$ cat src/rtl/stage_reg_skid_if.sv
// Handshake bundle for stage_reg_skid: producer side, consumer side, flush and occupancy.
// Parity ports exist only when STAGE_REG_PARITY_EN is defined.
interface stage_reg_skid_if #(
  parameter int unsigned WIDTH    = 32,
  parameter int unsigned CHANNELS = 1
);
  logic                      in_valid;
  logic                      in_ready;
  logic [CHANNELS*WIDTH-1:0] in_data;
  logic                      flush;
  logic                      out_valid;
  logic                      out_ready;
  logic [CHANNELS*WIDTH-1:0] out_data;
  logic [1:0]                occupancy;
`ifdef STAGE_REG_PARITY_EN
  logic                      err_inject;
  logic [CHANNELS-1:0]       parity_err;
`endif

  modport master (
    output in_valid, in_data, flush, out_ready,
`ifdef STAGE_REG_PARITY_EN
    output err_inject,
    input  parity_err,
`endif
    input  in_ready, out_valid, out_data, occupancy
  );

  modport slave (
    input  in_valid, in_data, flush, out_ready,
`ifdef STAGE_REG_PARITY_EN
    input  err_inject,
    output parity_err,
`endif
    output in_ready, out_valid, out_data, occupancy
  );
endinterface

$ cat src/rtl/stage_reg_skid.sv
// Inter-stage register with a 2-entry skid buffer (main + skid), FIFO order, flush.
// Optional per-lane even parity with error injection: define STAGE_REG_PARITY_EN.
module stage_reg_skid #(
  parameter int unsigned      WIDTH     = 32,
  parameter int unsigned      CHANNELS  = 1,
  parameter logic [WIDTH-1:0] RESET_VAL = '0
) (
  input logic            CLK,
  input logic            Reset,
  stage_reg_skid_if.slave bus
);
  localparam int unsigned          BUS_W     = CHANNELS * WIDTH;
  localparam logic [BUS_W-1:0]     RESET_BUS = {CHANNELS{RESET_VAL}};

  typedef enum logic [1:0] {
    EMPTY = 2'd0,
    ONE   = 2'd1,
    TWO   = 2'd2
  } state_t;

  state_t           state, state_nxt;
  logic [BUS_W-1:0] main_q, skid_q;
  logic             in_ready, out_valid, accept, deliver;
  logic             load_main_in, load_skid_in, load_main_skid;

  // in_ready looks only at state and Reset, never at out_ready, so no comb path crosses the stage.
  assign in_ready  = (state != TWO) && !Reset;
  assign out_valid = (state != EMPTY);
  assign accept    = bus.in_valid && in_ready;
  assign deliver   = out_valid && bus.out_ready;

  assign bus.in_ready  = in_ready;
  assign bus.out_valid = out_valid;
  assign bus.out_data  = main_q;
  assign bus.occupancy = state;

  always_comb begin
    // NOTE: every output of this block gets a default first, so no path can infer a latch.
    state_nxt      = state;
    load_main_in   = 1'b0;
    load_skid_in   = 1'b0;
    load_main_skid = 1'b0;
    unique case (state)
      EMPTY: if (accept) begin
        state_nxt    = ONE;
        load_main_in = 1'b1;
      end
      ONE: begin
        if (accept && deliver) begin
          load_main_in = 1'b1;
        end else if (deliver) begin
          state_nxt = EMPTY;
        end else if (accept) begin
          state_nxt    = TWO;
          load_skid_in = 1'b1;
        end
      end
      TWO: if (deliver) begin
        state_nxt      = ONE;
        load_main_skid = 1'b1;
      end
      default: state_nxt = EMPTY;
    endcase
  end

`ifdef STAGE_REG_PARITY_EN
  logic [CHANNELS-1:0] in_par, main_par, skid_par, par_err;

  always_comb begin
    for (int k = 0; k < CHANNELS; k++) begin
      in_par[k]  = ^bus.in_data[k*WIDTH +: WIDTH];
      par_err[k] = out_valid && ((^main_q[k*WIDTH +: WIDTH]) != main_par[k]);
    end
    in_par[0] = in_par[0] ^ bus.err_inject;
  end

  assign bus.parity_err = par_err;
`endif

  // Reset and flush both empty the stage; Reset wins only in that it also holds in_ready low.
  always_ff @(posedge CLK) begin
    if (Reset || bus.flush) begin
      // NOTE: sequential state uses non-blocking assignments so every register sees pre-edge values.
      state  <= EMPTY;
      main_q <= RESET_BUS;
      skid_q <= RESET_BUS;
`ifdef STAGE_REG_PARITY_EN
      main_par <= '0;
      skid_par <= '0;
`endif
    end else begin
      state <= state_nxt;
      if (load_main_in) begin
        main_q <= bus.in_data;
      end else if (load_main_skid) begin
        main_q <= skid_q;
      end
      if (load_skid_in) begin
        skid_q <= bus.in_data;
      end
`ifdef STAGE_REG_PARITY_EN
      if (load_main_in) begin
        main_par <= in_par;
      end else if (load_main_skid) begin
        main_par <= skid_par;
      end
      if (load_skid_in) begin
        skid_par <= in_par;
      end
`endif
    end
  end
endmodule
$ cat src/flat_wrapper.sv
// flat-port wrapper written by rule: the top's interface ports become plain ports
module stage_reg_skid_flat 
#(
  parameter int unsigned      WIDTH     = 32,
  parameter int unsigned      CHANNELS  = 1,
  parameter logic [WIDTH-1:0] RESET_VAL = '0
)
  (CLK, Reset, bus_in_valid, bus_in_data, bus_flush, bus_out_ready, bus_in_ready, bus_out_valid, bus_out_data, bus_occupancy);
  stage_reg_skid_if #(.WIDTH(WIDTH), .CHANNELS(CHANNELS)) bus_i ();
  input logic CLK;
  input logic Reset;
  input wire logic [$bits(bus_i.in_valid)-1:0] bus_in_valid;
  input wire logic [$bits(bus_i.in_data)-1:0] bus_in_data;
  input wire logic [$bits(bus_i.flush)-1:0] bus_flush;
  input wire logic [$bits(bus_i.out_ready)-1:0] bus_out_ready;
  output wire logic [$bits(bus_i.in_ready)-1:0] bus_in_ready;
  output wire logic [$bits(bus_i.out_valid)-1:0] bus_out_valid;
  output wire logic [$bits(bus_i.out_data)-1:0] bus_out_data;
  output wire logic [$bits(bus_i.occupancy)-1:0] bus_occupancy;
  assign bus_i.in_valid = bus_in_valid;
  assign bus_i.in_data = bus_in_data;
  assign bus_i.flush = bus_flush;
  assign bus_i.out_ready = bus_out_ready;
  assign bus_in_ready = bus_i.in_ready;
  assign bus_out_valid = bus_i.out_valid;
  assign bus_out_data = bus_i.out_data;
  assign bus_occupancy = bus_i.occupancy;
  stage_reg_skid #(.WIDTH(WIDTH), .CHANNELS(CHANNELS), .RESET_VAL(RESET_VAL)) u_core (.CLK(CLK), .Reset(Reset), .bus(bus_i));
endmodule
$ cat config.mk
export PLATFORM = sky130hd
export DESIGN_NAME = stage_reg_skid_flat
export DESIGN_NICKNAME = d
export VERILOG_FILES = /design/src/rtl/stage_reg_skid_if.sv /design/src/rtl/stage_reg_skid.sv /design/src/flat_wrapper.sv
export SDC_FILE = /design/constraint.sdc
export NUM_CORES = 1
export LEC_CHECK = 0
export CORE_MARGIN = 2
export CORE_UTILIZATION = 44
export CTS_BUF_LIST = sky130_fd_sc_hd__clkbuf_16
export CTS_CLUSTER_SIZE = 8
export DETAILED_ROUTE_END_ITERATION = 7
export HOLD_SLACK_MARGIN = 0.03
export PLACE_DENSITY = 0.76
export SLEW_MARGIN = 10
export SYNTH_ARGS = -nofsm -noshare
export SYNTH_HDL_FRONTEND = slang
export SYNTH_SLANG_ARGS = --single-unit
$ cat constraint.sdc
create_clock -name CLK -period 1.39 [get_ports CLK]
set_input_delay 0.139 -clock CLK [delete_from_list [all_inputs] [get_ports CLK]]
set_output_delay 0.139 -clock CLK [all_outputs]
set_load 0.1 [all_outputs]
# Yosys cells after proc, flatten, opt, wreduce, memory -nomap -nowiden
# Index checks and enable logic that the tools add are counted.
# op_classes
add_sub_neg	0
n_mul	0
div_mod_pow	0
order_cmp	0
n_eq_ne	7
shift	0
mux	16
bitwise	0
reduce_logical	10
# op_table
op	n
two-way mux 32 bit	2
two-way mux 2 bit	5
two-way mux 1 bit	7
case mux 2 bit (3 select lines)	1
logical AND 1 bit	4
inequality test 2 x 1 -> 1 bit (second input constant)	2
inequality test 2 bit (second input constant)	2
AND reduction 4 bit	1
nonzero test 2 bit	2
inequality test 3 x 1 -> 1 bit (second input constant)	1
== test 2 x 1 -> 1 bit (second input constant)	1
== test 2 bit (second input constant)	1
zero test 2 bit	1
case mux 1 bit (2 select lines)	1
zero test 1 bit	1
logical OR 1 bit	1
# word_totals
reg_bits	66
latch_bits	0
ram_bits	0
rom_bits	0
input_bits	37
output_inout_bits	36
elab_cells	36
memories	0

# Depth between registers and ports, before layout
# logic_depth
depth_word	7
mapped_depth	6
depth_no_buf	3

# Least setup slack after synthesis
# Ideal clock, no wire load.
# synth_path
path_type	reg-to-output
from	register u_core.state[0], in the netlist u_core.bus.occupancy[0]
to	output bus_in_ready
arrival_ns	2.640
required_time_ns	1.251
setup_slack_ns	-1.389
stages_incl_launch_ff	3
path_buffers	0
cell_sequence	dfxtp_1 -> inv_1 -> a21oi_1
# synth_between
elab_chain_len	2
# synth_lines
element	line_no	text
start: declaration	stage_reg_skid.sv:21	state_t state, state_nxt;
start signal: assignment	stage_reg_skid.sv:92	state <= state_nxt;
inequality test 2 bit	stage_reg_skid.sv:27	assign in_ready = (state != TWO) && !Reset;
logical AND 1 bit	stage_reg_skid.sv:27	
end: declaration	flat_wrapper.sv:16	output wire logic [$bits(bus_i.in_ready)-1:0] bus_in_ready;
# Every way passes these cells.

# Final worst setup path
# layout_path
from	register u_core.state[1], in the netlist u_core.bus.occupancy[1]
to	register u_core.skid_q[25]
# layout_between
elab_chain_len	7
elab_cells_between_ends	11
cone_classes	eq/ne: 2; mux: 4; reduce/logical: 5
# layout_lines
element	line_no	text
inequality test 2 bit	stage_reg_skid.sv:27	
logical AND 1 bit	stage_reg_skid.sv:27	
logical AND 1 bit	stage_reg_skid.sv:29	assign accept = bus.in_valid && in_ready;
two-way mux 1 bit	stage_reg_skid.sv:53	end else if (accept) begin
two-way mux 1 bit	stage_reg_skid.sv:51	end else if (deliver) begin
two-way mux 1 bit	stage_reg_skid.sv:49	if (accept && deliver) begin
two-way mux 1 bit *	stage_reg_skid.sv:43	unique case (state)
end signal: assignment	stage_reg_skid.sv:99	skid_q <= bus.in_data;
end: declaration	stage_reg_skid.sv:22	logic [BUS_W-1:0] main_q, skid_q;
# Every way passes the cells marked *; elsewhere a longest branch is shown, timed or not.
# A chain may end at the register's enable or synchronous reset.

==> results.sh <==
export IMPL_status="finished clean"
export IMPL_port_buffers=72
export IMPL_fin_cells=497
export IMPL_path_class="flop to flop"
export IMPL_min_path_type="input pin to flop"
export IMPL_async_flop_share_pct=0
export IMPL_p_leak_nw=1.54
export IMPL_synth_compound_area_share_pct=21.9
export IMPL_cts_hold_buffers=0
export IMPL_max_freq_mhz=733
export IMPL_drive_gt1_share_pct=27.6
export IMPL_start_util_pct=45.2
export IMPL_ys_flop_type="dfxtp_1"
export IMPL_die_h_um=84.6
export IMPL_ys_types=26
export IMPL_totalWireLength_um=8230
export IMPL_yosys_warnings=0
export IMPL_post_drt_wl_per_cell_um=16.6
export IMPL_skew_ns=0.00563
export IMPL_clk_pin_slew_worst_paths_ns=0.06
export IMPL_via_count=2920
export IMPL_die_x_um=84.6
export IMPL_endpoint_kind="flop"
export IMPL_period_share_pct=98.1
export IMPL_syn_cell_area_sq_um=2860
export IMPL_yosysSeqAreaShare_pct=46.3
export IMPL_grt_start_max_net_pins=37
export IMPL_worst_slew_pin_slew_ns=0.248
export IMPL_cts_root_buf="clkbuf_16"
export IMPL_setup_viol=0
export IMPL_muxShareOfSynthArea_pct=0.351
export IMPL_synthTopCellsByCount="dfxtp_1 (66), nand2_1 (65), a21oi_1 (35)"
export IMPL_htree_levels=3
export IMPL_gp_congestion=0.759
export IMPL_cp_max_fo=36
export IMPL_grt_pass1_wl_um=13600
export IMPL_synth_simple_gate_area_share_pct=23.3
export IMPL_ys_seq_elements=66
export IMPL_critPathArrivalTime_ns=1.57
export IMPL_grt_usage_pct=23.2
export IMPL_layout_nets=452
export IMPL_vdd_ir_drop_worst_mv=0.964
export IMPL_clk_latency_ns=0.32
export IMPL_finalSetupTns_ns=0
export IMPL_final_util_pct=72.2
export IMPL_period_needed_ns=1.36
export IMPL_tritoncts="built"
export IMPL_core_area_sq_um=6310
export IMPL_synth_nets=385
export IMPL_relSlewSlack_pct=83.4
export IMPL_vias_per_cell=5.88
export IMPL_synth_top_area_share_pct=46.3
export IMPL_first_pass_iters=5
export IMPL_synth_edf_count=0
export IMPL_fin_hold_ws_ns=0.314
export IMPL_clk_path_buf_depth=2
export IMPL_cts_buffers=9
export IMPL_drtIter0Drc=215
export IMPL_yosys_area_share_adder_pct=0
export IMPL_antenna_found_initial=0
export IMPL_place_inst=480
export IMPL_worstSetupStartpointType="flop"
export IMPL_antenna_left=0
export IMPL_hold_viol_final=0
export IMPL_overflow=0
export IMPL_numClockSinks=66
export IMPL_synth_area_leaders="dfxtp_1 (46%), a311oi_1 (9.8%), nand2_1 (8.5%)"
export IMPL_synthMostInstantiatedCell="dfxtp_1"
export IMPL_synth_top_family_by_area="simple AND/OR/NAND/NOR gates"
export IMPL_pre_cts_ws_ns=-0.285
export IMPL_drv_slew=0
export IMPL_diodes=0
export IMPL_netlist_instances=348
export IMPL_critical_path_required_ns=1.59
export IMPL_rows=29
export IMPL_worst_slack_ns=0.0262
export IMPL_die_area_sq_um=7150
export IMPL_ios=73
export IMPL_powerDensity_nw_per_um2=1120
export IMPL_first_global_vias=2846
export IMPL_drc=0
export IMPL_dp_hpwl_um=5310
export IMPL_syn_to_final_growth_pct=59.6
export IMPL_maxCapViolations=0
export IMPL_synth_largest_area_cell="dfxtp_1"
export IMPL_synth_xor_area_share_pct=0
export IMPL_avgSynthCellArea_sq_um=8.20
-- worst paths after layout --
check	from	to	slack, ns	cells past startpoint
max	u_core.bus.occupancy[1]	u_core.skid_q[25]	0.03	4
min	Reset	u_core.bus.out_data[23]	0.31	3
max reg2reg	u_core.bus.occupancy[1]	u_core.skid_q[25]	0.03	4
min reg2reg	u_core.skid_q[25]	u_core.bus.out_data[25]	0.47	2
-- cell families after synthesis --
group                  after synthesis
AOI/OAI and AO/OA                  100
buffers and inverters               39
DFF                                 66
muxes                                1
and+or+nand+nor                    142
-- metrics by stage --
step,cell area [sq um],power [mW]
finish,4560,5.10
global route,4560,5.25
CTS,4510,5.10
detailed placement,4190,2.84
global placement,4190,2.83
floorplan,3020,2.47
-- flip-flops by register name (all words and copies together), names as in the netlist --
name                  flops
u_core.bus.out_data      32
u_core.skid_q            32
u_core.bus.occupancy      2
-- worst max-delay path, cell delays in order (launching register included) --
cell,delay [ns]
dfxtp_4,0.37
or3b_4,0.41
buf_12,0.19
o21ai_1,0.17
a21oi_1,0.09
-- placed cells by master (no fill, tap or decap), drive strengths merged --
cell type,instances
bufinv,1
nor3b,2
clkbuf,10
dfxtp,66
nand3b,1
inv,3
and3b,1
nand2,66
buf,58
nand3,32
nor2,2
a21oi,35
clkdlybuf4s50,35
o21ai,32
clkinv,3
or3b,2
and2b,1
a311oi,32
mux2i,1
dlymetal6s2s,1
o21ba,1
or2,2
nor3,32
nand2b,1
-- cell type report --
class | instances | area [sq um]
clock inverter | 6 | 53.8
sequential | 66 | 1330
tap | 77 | 96.3
multi-input combinational | 243 | 1480
inverter | 1 | 3.75
timing repair buffer | 94 | 1340
clock buffer | 10 | 250
fill | 460 | 1760
-- routing by layer --
metal	up-vias	global-route usage [%]	part of all wire, %
met5	-	0	0
met4	0	6.49	1.3
met3	15	5.01	6.6
met2	126	40.0	52
met1	1390	29.3	41
li1	1389	-	-
-- repair_timing --
| item | 4_1_cts | 5_1_grt |
|---|---|---|
| gates cloned | 0 | 0 |
| endpoints found under the setup margin | 1 | 30 |
| pin swaps | 0 | 3 |
| resized for setup | 2 | 10 |
| setup buffers | 1 | 0 |
-- power by group --
group / switching, mW / internal, mW / total (mW)
combinational: 0.508 / 0.335 / 0.843
sequential: 0.0422 / 1.93 / 1.97
clock: 0.806 / 1.48 / 2.28
total: 1.36 / 3.74 / 5.10
Power figures use the tool's default switching activity.
